`src/rtl/coin_pkg.sv`:
```
// Shared types and constants for the coin credit accumulator: FSM state encoding
// and the credit value of each coin channel, in units of 100.
package coin_pkg;

    typedef enum logic [1:0] {
        IDLE     = 2'd0,
        DISPENSE = 2'd1,
        RETURN   = 2'd2
    } state_t;

    localparam int unsigned NUM_COIN_TYPES = 2;

    // Channel 0 is the 100 coin, channel 1 the 500 coin.
    localparam int unsigned COIN_VALUE [NUM_COIN_TYPES] = '{1, 5};

endpackage

```
`src/rtl/coin_edge_sync.sv`:
```
// One coin channel: 2-FF synchroniser followed by a rising-edge detector that
// produces a single-cycle event per press.
module coin_edge_sync (
    input  logic clk,
    input  logic reset,
    input  logic coin_raw,
    output logic coin_event
);

    logic       sync1;
    logic       sync2;
    logic       prev;
    logic [2:0] warm;

    // NOTE: async active-low reset; all state uses non-blocking assignments so
    // every flop samples the pre-edge value of its neighbour.
    always_ff @(posedge clk or negedge reset) begin
        if (!reset) begin
            sync1 <= 1'b0;
            sync2 <= 1'b0;
            prev  <= 1'b0;
            warm  <= 3'b000;
        end else begin
            sync1 <= coin_raw;
            sync2 <= sync1;
            prev  <= sync2;
            warm  <= {warm[1:0], 1'b1};
        end
    end

    // prev only holds a genuine sample three edges after reset release, so a
    // button already held down when reset lifts never looks like a fresh press.
    assign coin_event = sync2 & ~prev & warm[2];

endmodule

```
`src/rtl/coin_credit_accumulator.sv`:
```
// Coin credit accumulator: collects coin credit up to a ceiling, vends against a
// price, and hands back change through a valid/ack handshake.
module coin_credit_accumulator
    import coin_pkg::*;
#(
    parameter int NUM_COINS  = 2,
    parameter int CREDIT_W   = 8,
    parameter int MAX_CREDIT = 20
) (
    input  logic                 clk,
    input  logic                 reset,
    input  logic [NUM_COINS-1:0] coin_in,
    input  logic [CREDIT_W-1:0]  price,
    input  logic                 buy,
    input  logic                 cancel,
    input  logic                 change_ack,
    output logic [CREDIT_W-1:0]  credit,
    output logic                 dispense,
    output logic                 change_valid,
    output logic [CREDIT_W-1:0]  change_amount,
    output logic                 coin_rejected,
    output logic                 insufficient,
    output logic                 busy
);

    localparam logic [CREDIT_W:0] MAX_W = (CREDIT_W + 1)'(MAX_CREDIT);

    logic [NUM_COINS-1:0] coin_evt;
    logic [CREDIT_W-1:0]  coin_val [NUM_COINS];

    for (genvar i = 0; i < NUM_COINS; i++) begin : g_ch
        coin_edge_sync u_sync (
            .clk        (clk),
            .reset      (reset),
            .coin_raw   (coin_in[i]),
            .coin_event (coin_evt[i])
        );
        if (i < NUM_COIN_TYPES) begin : g_val
            assign coin_val[i] = CREDIT_W'(COIN_VALUE[i]);
        end else begin : g_none
            assign coin_val[i] = '0;
        end
    end

    state_t              state_q, state_d;
    logic [CREDIT_W-1:0] credit_q, credit_d;
    logic [CREDIT_W-1:0] change_q, change_d;
    logic                rej_q, rej_d;
    logic                insuf_q, insuf_d;

    logic                sel_found;
    logic                extra_coin;
    logic [CREDIT_W-1:0] sel_val;
    logic [CREDIT_W:0]   sum;

    // Lowest-index event wins; any further simultaneous event is refused.
    always_comb begin
        sel_found  = 1'b0;
        extra_coin = 1'b0;
        sel_val    = '0;
        for (int i = 0; i < NUM_COINS; i++) begin
            if (coin_evt[i]) begin
                if (!sel_found) begin
                    sel_found = 1'b1;
                    sel_val   = coin_val[i];
                end else begin
                    extra_coin = 1'b1;
                end
            end
        end
        sum = {1'b0, credit_q} + {1'b0, sel_val};
    end

    // NOTE: every output of this block gets a default first, so no path can
    // leave a variable unassigned and infer a latch.
    always_comb begin
        state_d  = state_q;
        credit_d = credit_q;
        change_d = change_q;
        rej_d    = 1'b0;
        insuf_d  = 1'b0;

        unique case (state_q)
            IDLE: begin
                if (cancel) begin
                    rej_d = |coin_evt;
                    if (credit_q != '0) begin
                        change_d = credit_q;
                        credit_d = '0;
                        state_d  = RETURN;
                    end
                end else if (buy) begin
                    rej_d = |coin_evt;
                    if (price != '0 && credit_q >= price) begin
                        change_d = credit_q - price;
                        credit_d = '0;
                        state_d  = DISPENSE;
                    end else begin
                        insuf_d = 1'b1;
                    end
                end else if (sel_found) begin
                    if (sum > MAX_W) rej_d = 1'b1;
                    else             credit_d = sum[CREDIT_W-1:0];
                    if (extra_coin) rej_d = 1'b1;
                end
            end
            DISPENSE: begin
                rej_d   = |coin_evt;
                state_d = (change_q != '0) ? RETURN : IDLE;
            end
            RETURN: begin
                rej_d = |coin_evt;
                if (change_ack) begin
                    state_d  = IDLE;
                    change_d = '0;
                end
            end
            default: state_d = IDLE;
        endcase
    end

    always_ff @(posedge clk or negedge reset) begin
        if (!reset) begin
            state_q  <= IDLE;
            credit_q <= '0;
            change_q <= '0;
            rej_q    <= 1'b0;
            insuf_q  <= 1'b0;
        end else begin
            state_q  <= state_d;
            credit_q <= credit_d;
            change_q <= change_d;
            rej_q    <= rej_d;
            insuf_q  <= insuf_d;
        end
    end

    assign credit        = credit_q;
    assign change_amount = change_q;
    assign coin_rejected = rej_q;
    assign insufficient  = insuf_q;
    assign dispense      = (state_q == DISPENSE);
    assign change_valid  = (state_q == RETURN);
    assign busy          = (state_q != IDLE);

endmodule

```
`config.mk`:
```
export PLATFORM = sky130hd
export DESIGN_NAME = coin_credit_accumulator
export DESIGN_NICKNAME = d
export VERILOG_FILES = /design/src/rtl/coin_pkg.sv /design/src/rtl/coin_edge_sync.sv /design/src/rtl/coin_credit_accumulator.sv
export SDC_FILE = /design/constraint.sdc
export NUM_CORES = 1
export LEC_CHECK = 0
export CELL_PAD_IN_SITES_DETAIL_PLACEMENT = 0
export CELL_PAD_IN_SITES_GLOBAL_PLACEMENT = 2
export CORE_AREA = 3 3 64 126
export CTS_BUF_LIST = sky130_fd_sc_hd__clkbuf_4 sky130_fd_sc_hd__clkbuf_8 sky130_fd_sc_hd__clkbuf_16
export CTS_CLUSTER_SIZE = 40
export DETAILED_ROUTE_END_ITERATION = 8
export DIE_AREA = 0 0 67 129
export MAX_ROUTING_LAYER = met4
export PLACE_DENSITY_LB_ADDON = 0.1
export SETUP_SLACK_MARGIN = 0.4
export SYNTH_ARGS = -nofsm -noshare
export SYNTH_HDL_FRONTEND = slang
export SYNTH_HIERARCHICAL = 1
export SYNTH_SLANG_ARGS = --single-unit
export TNS_END_PERCENT = 20
```
`constraint.sdc`:
```
create_clock -name clk -period 2.2 [get_ports clk]
set_clock_uncertainty 0.05 [all_clocks]
set_input_delay 0.22 -clock clk [delete_from_list [all_inputs] [get_ports clk]]
set_output_delay 0.22 -clock clk [all_outputs]
set_load 0.01 [all_outputs]
```
==> metrics.yaml <==
cts.htree.levels: 2
wire_per_inst_um: 15.98
cts_tree: "built"
max_stage_delay_ns: 0.36
grt_antenna_before_repair: 0
fin_util_pct: 44.99
share_seq_of_total_power_pct: 25.4
p_per_area_nw_per_um2: 946.5
synth-main-ff-cell: "dfrtp_1"
async_reset_ff_share_pct: 100.0
clk_pin_slew_worst_paths_ns: 0.05
synth_xor_area_share_pct: 1.698
die_w_um: 67
ys_warn_count: 6
rsz0062_at_grt: "true"
grt_pass1_wl_um: 10430
regArea_sq_um: 802.0
postCtsHoldBufs: 0
fill_cells: 741
setup.worst_path.start_class: "register"
synth_fa_ha_area_share_pct: 10.07
p_int_mw: 2.021
synth_top_area_share_pct: 38.81
path_class: "register to register"
whs_ns: 0.2970
grt_max_degree: 33
synth_nets: 252
yosys.area.top_type: "dfrtp_1"
cts_max_path_buffers: 2
p_sw_mw: 1.074
synth_seq_cells: 32
num_vias: 1934
layout-drive-gt1-share_pct: 34.19
wirelength_um: 6423
drt_iter0_drc: 39
swShare_pct: 34.69
combPwrFrac_pct: 49.1
antenna_left: 0
crit_cells: 11
avgSynthCellArea_sq_um: 9.336
clkPwrFrac_pct: 25.5
timing.critical_path.buf_inv: 1
drv_cap: 0
crit_path_top_delay_cell: "dfrtp_1"
finalSetupTns_ns: -2.126
crit_required_ns: 2.31
synth_mux_area_share_pct: 5.882
hold_violations: 0
cts_sinks: 32
die_area_sq_um: 8643
synth_compound_area_share_pct: 15.59
synthSimpleGateAreaFrac_pct: 22.74
nNetsFinal: 340
drc: 0
root_buffer: "clkbuf_16"
synth-edff-count: 0
cp_top_family: "simple AND/OR/NAND/NOR gates"
report.final.slew_viol_count: 0
ir_drop_mv: 0.6093
grt.overflow.total: 0
endpoint_kind: "register"
io_pins: 36
min_path_type: "input pin to asynchronous set/reset pin"
reg2regPathDepth: 11
synth_top_family_by_area: "simple AND/OR/NAND/NOR gates"
synthDistinctLibCells: 54
avgViaCountPerCell: 4.811
clock_latency_ns: 0.28
power_mw: 3.095
ys_top_cells_by_area: "dfrtp_1 39%, ha_1 9.1%, nand2_1 4.0%, mux2i_1 3.9%, nor2_1 3.8%"
grt_pass1_vias: 2051
drt_first_pass_iters: 4
die_h_um: 129
core_sq_um: 7267
gp_congestion: 0.8726
outcome: "complete, but fails checks"
area_delta_synth_final_pct: 58.46
netlist_area_sq_um: 2063
cpMostUsedCell: "ha_4"
place_hpwl_um: 4965
finalSetupViolCount: 9
fin_crit_ns: 2.482
num_rows: 44
track_usage_pct: 17.04
n_antenna_cell: 0
initial_core_util_pct: 28.39
fmax_mhz: 402.9
crit_fanout: 4
worstPathCellList: "and3b_2 -> nor2_4 -> inv_2 -> ha_4 -> ha_4 -> a21oi_2 -> or3_4 -> a22oi_2 -> o31ai_4 -> nand3_4 -> mux2_4"
multiInputGateArea_sq_um: 1370
violations: "negative setup slack"
cts_buffers: 5
port_buffers: 35
syn_inst: 221
p_leak_nw: 1.441
synth.yosys.seq_area_share_pct: 38.81
critPathArrivalTime_ns: 2.59
fin_crit_sh_pct: 112.8
setup_ws_ns: -0.2820
-- routing by layer --
layer / track usage (%) / up-vias / routed length [um]
li1: - / 961 / -
met1: 16.94 / 947 / 2380
met2: 32.37 / 18 / 3845
met3: 2.358 / 8 / 96
met4: 5.742 / 0 / 101
met5: - / - / 0
-- kinds of logic after synthesis --
| family | Yosys count |
|---|---|
| buf+inv | 23 |
| mux | 11 |
| flops | 32 |
| simple gates | 88 |
| other cells | 2 |
| compound gates | 45 |
| xor+xnor | 4 |
| fa+ha+maj | 16 |
-- metrics by stage --
| step | setup slack [ns] | cells | cell area [sq um] |
|---|---|---|---|
| floorplan | -0.1248 | 221 | 2092 |
| global placement | -0.4779 | 388 | 2875 |
| detailed placement | -0.4980 | 388 | 2875 |
| CTS | -0.3254 | 400 | 3227 |
| global route | -0.3757 | 402 | 3269 |
| finish | -0.2820 | 402 | 3269 |
-- final cells by class --
cell class / count / area share [%]
Clock buffer: 6 / 4.057
Clock inverter: 2 / 1.072
Inverter: 18 / 2.067
Multi-Input combinational cell: 166 / 41.91
Sequential cell: 32 / 24.53
Tap cell: 92 / 3.521
Timing Repair Buffer: 86 / 22.85
-- flip-flops by register name (all words and copies together) (netlist names) --
signal             cells
g_ch.u_sync/warm       6
state_q                2
g_ch.u_sync/prev       2
coin_rejected          1
g_ch.u_sync/sync1      2
insufficient           1
change_amount          8
credit                 8
g_ch.u_sync/sync2      2
-- worst paths after layout --
| path | start | endpoint | slack [ns] |
|---|---|---|---|
| max | g_ch[0].u_sync/prev | credit[2] | -0.28 |
| min | reset | credit[1] | 0.30 |
| max reg2reg | g_ch[0].u_sync/prev | credit[2] | -0.28 |
| min reg2reg | g_ch[0].u_sync/warm[1] | g_ch[0].u_sync/warm[2] | 0.30 |
| max in group asynchronous | reset | state_q[1] | 1.47 |
| min in group clk | g_ch[0].u_sync/warm[1] | g_ch[0].u_sync/warm[2] | 0.30 |
-- Yosys cell counts, types with 2 or more instances --
cell type and count:
dfrtp_1 32, nand2_1 22, nor2_1 21, inv_1 17
ha_1 15, a21oi_1 8, mux2i_1 8, nor3_1 7
o21ai_0 7, a31oi_1 6, nand3_1 5, nor3b_1 5
nand2b_1 4, nor2b_1 4, nor4_1 4, xnor2_1 4
and2_2 3, nor4b_1 3, a211oi_1 2, and3b_1 2
buf_2 2, conb_1 2, mux2_4 2, nand4_1 2
o21a_1 2, o21ai_1 2, o21bai_1 2, o22ai_1 2
-- worst reg2reg max path: stages (launching register included) --
cell and delay (ns):
dfrtp_1 0.36, and3b_2 0.32, nor2_4 0.05, inv_2 0.09
ha_4 0.17, ha_4 0.18, a21oi_2 0.07, or3_4 0.33
a22oi_2 0.26, o31ai_4 0.10, nand3_4 0.10, mux2_4 0.30
-- layout by cell type (no fill, tap or decap), types with 6 or more instances in the layout --
cell type,instances
buf_4,48
clkdlybuf4s50_1,30
dfrtp_1,31
ha_1,9
ha_4,6
inv_1,13
mux2i_1,7
nand2_1,21
nor2_1,18
nor3_1,6
-- timing repair --
action	4_1_cts	5_1_grt
pin swaps	19	12
endpoints found under the setup margin	23	20
cloned	0	0
gates resized for setup	42	5
buffers inserted	4	2
-- power groups by stage --
stage	combinational [mW]	clock [mW]	sequential (mW)
CTS	1.52	0.820	0.788
detailed placement	1.38	0	0.785
global route	1.66	0.840	0.799
floorplan	0.693	0	0.813
finish	1.52	0.790	0.785
global placement	1.38	0	0.781
No activity file was read; power rests on OpenSTA's default activity.
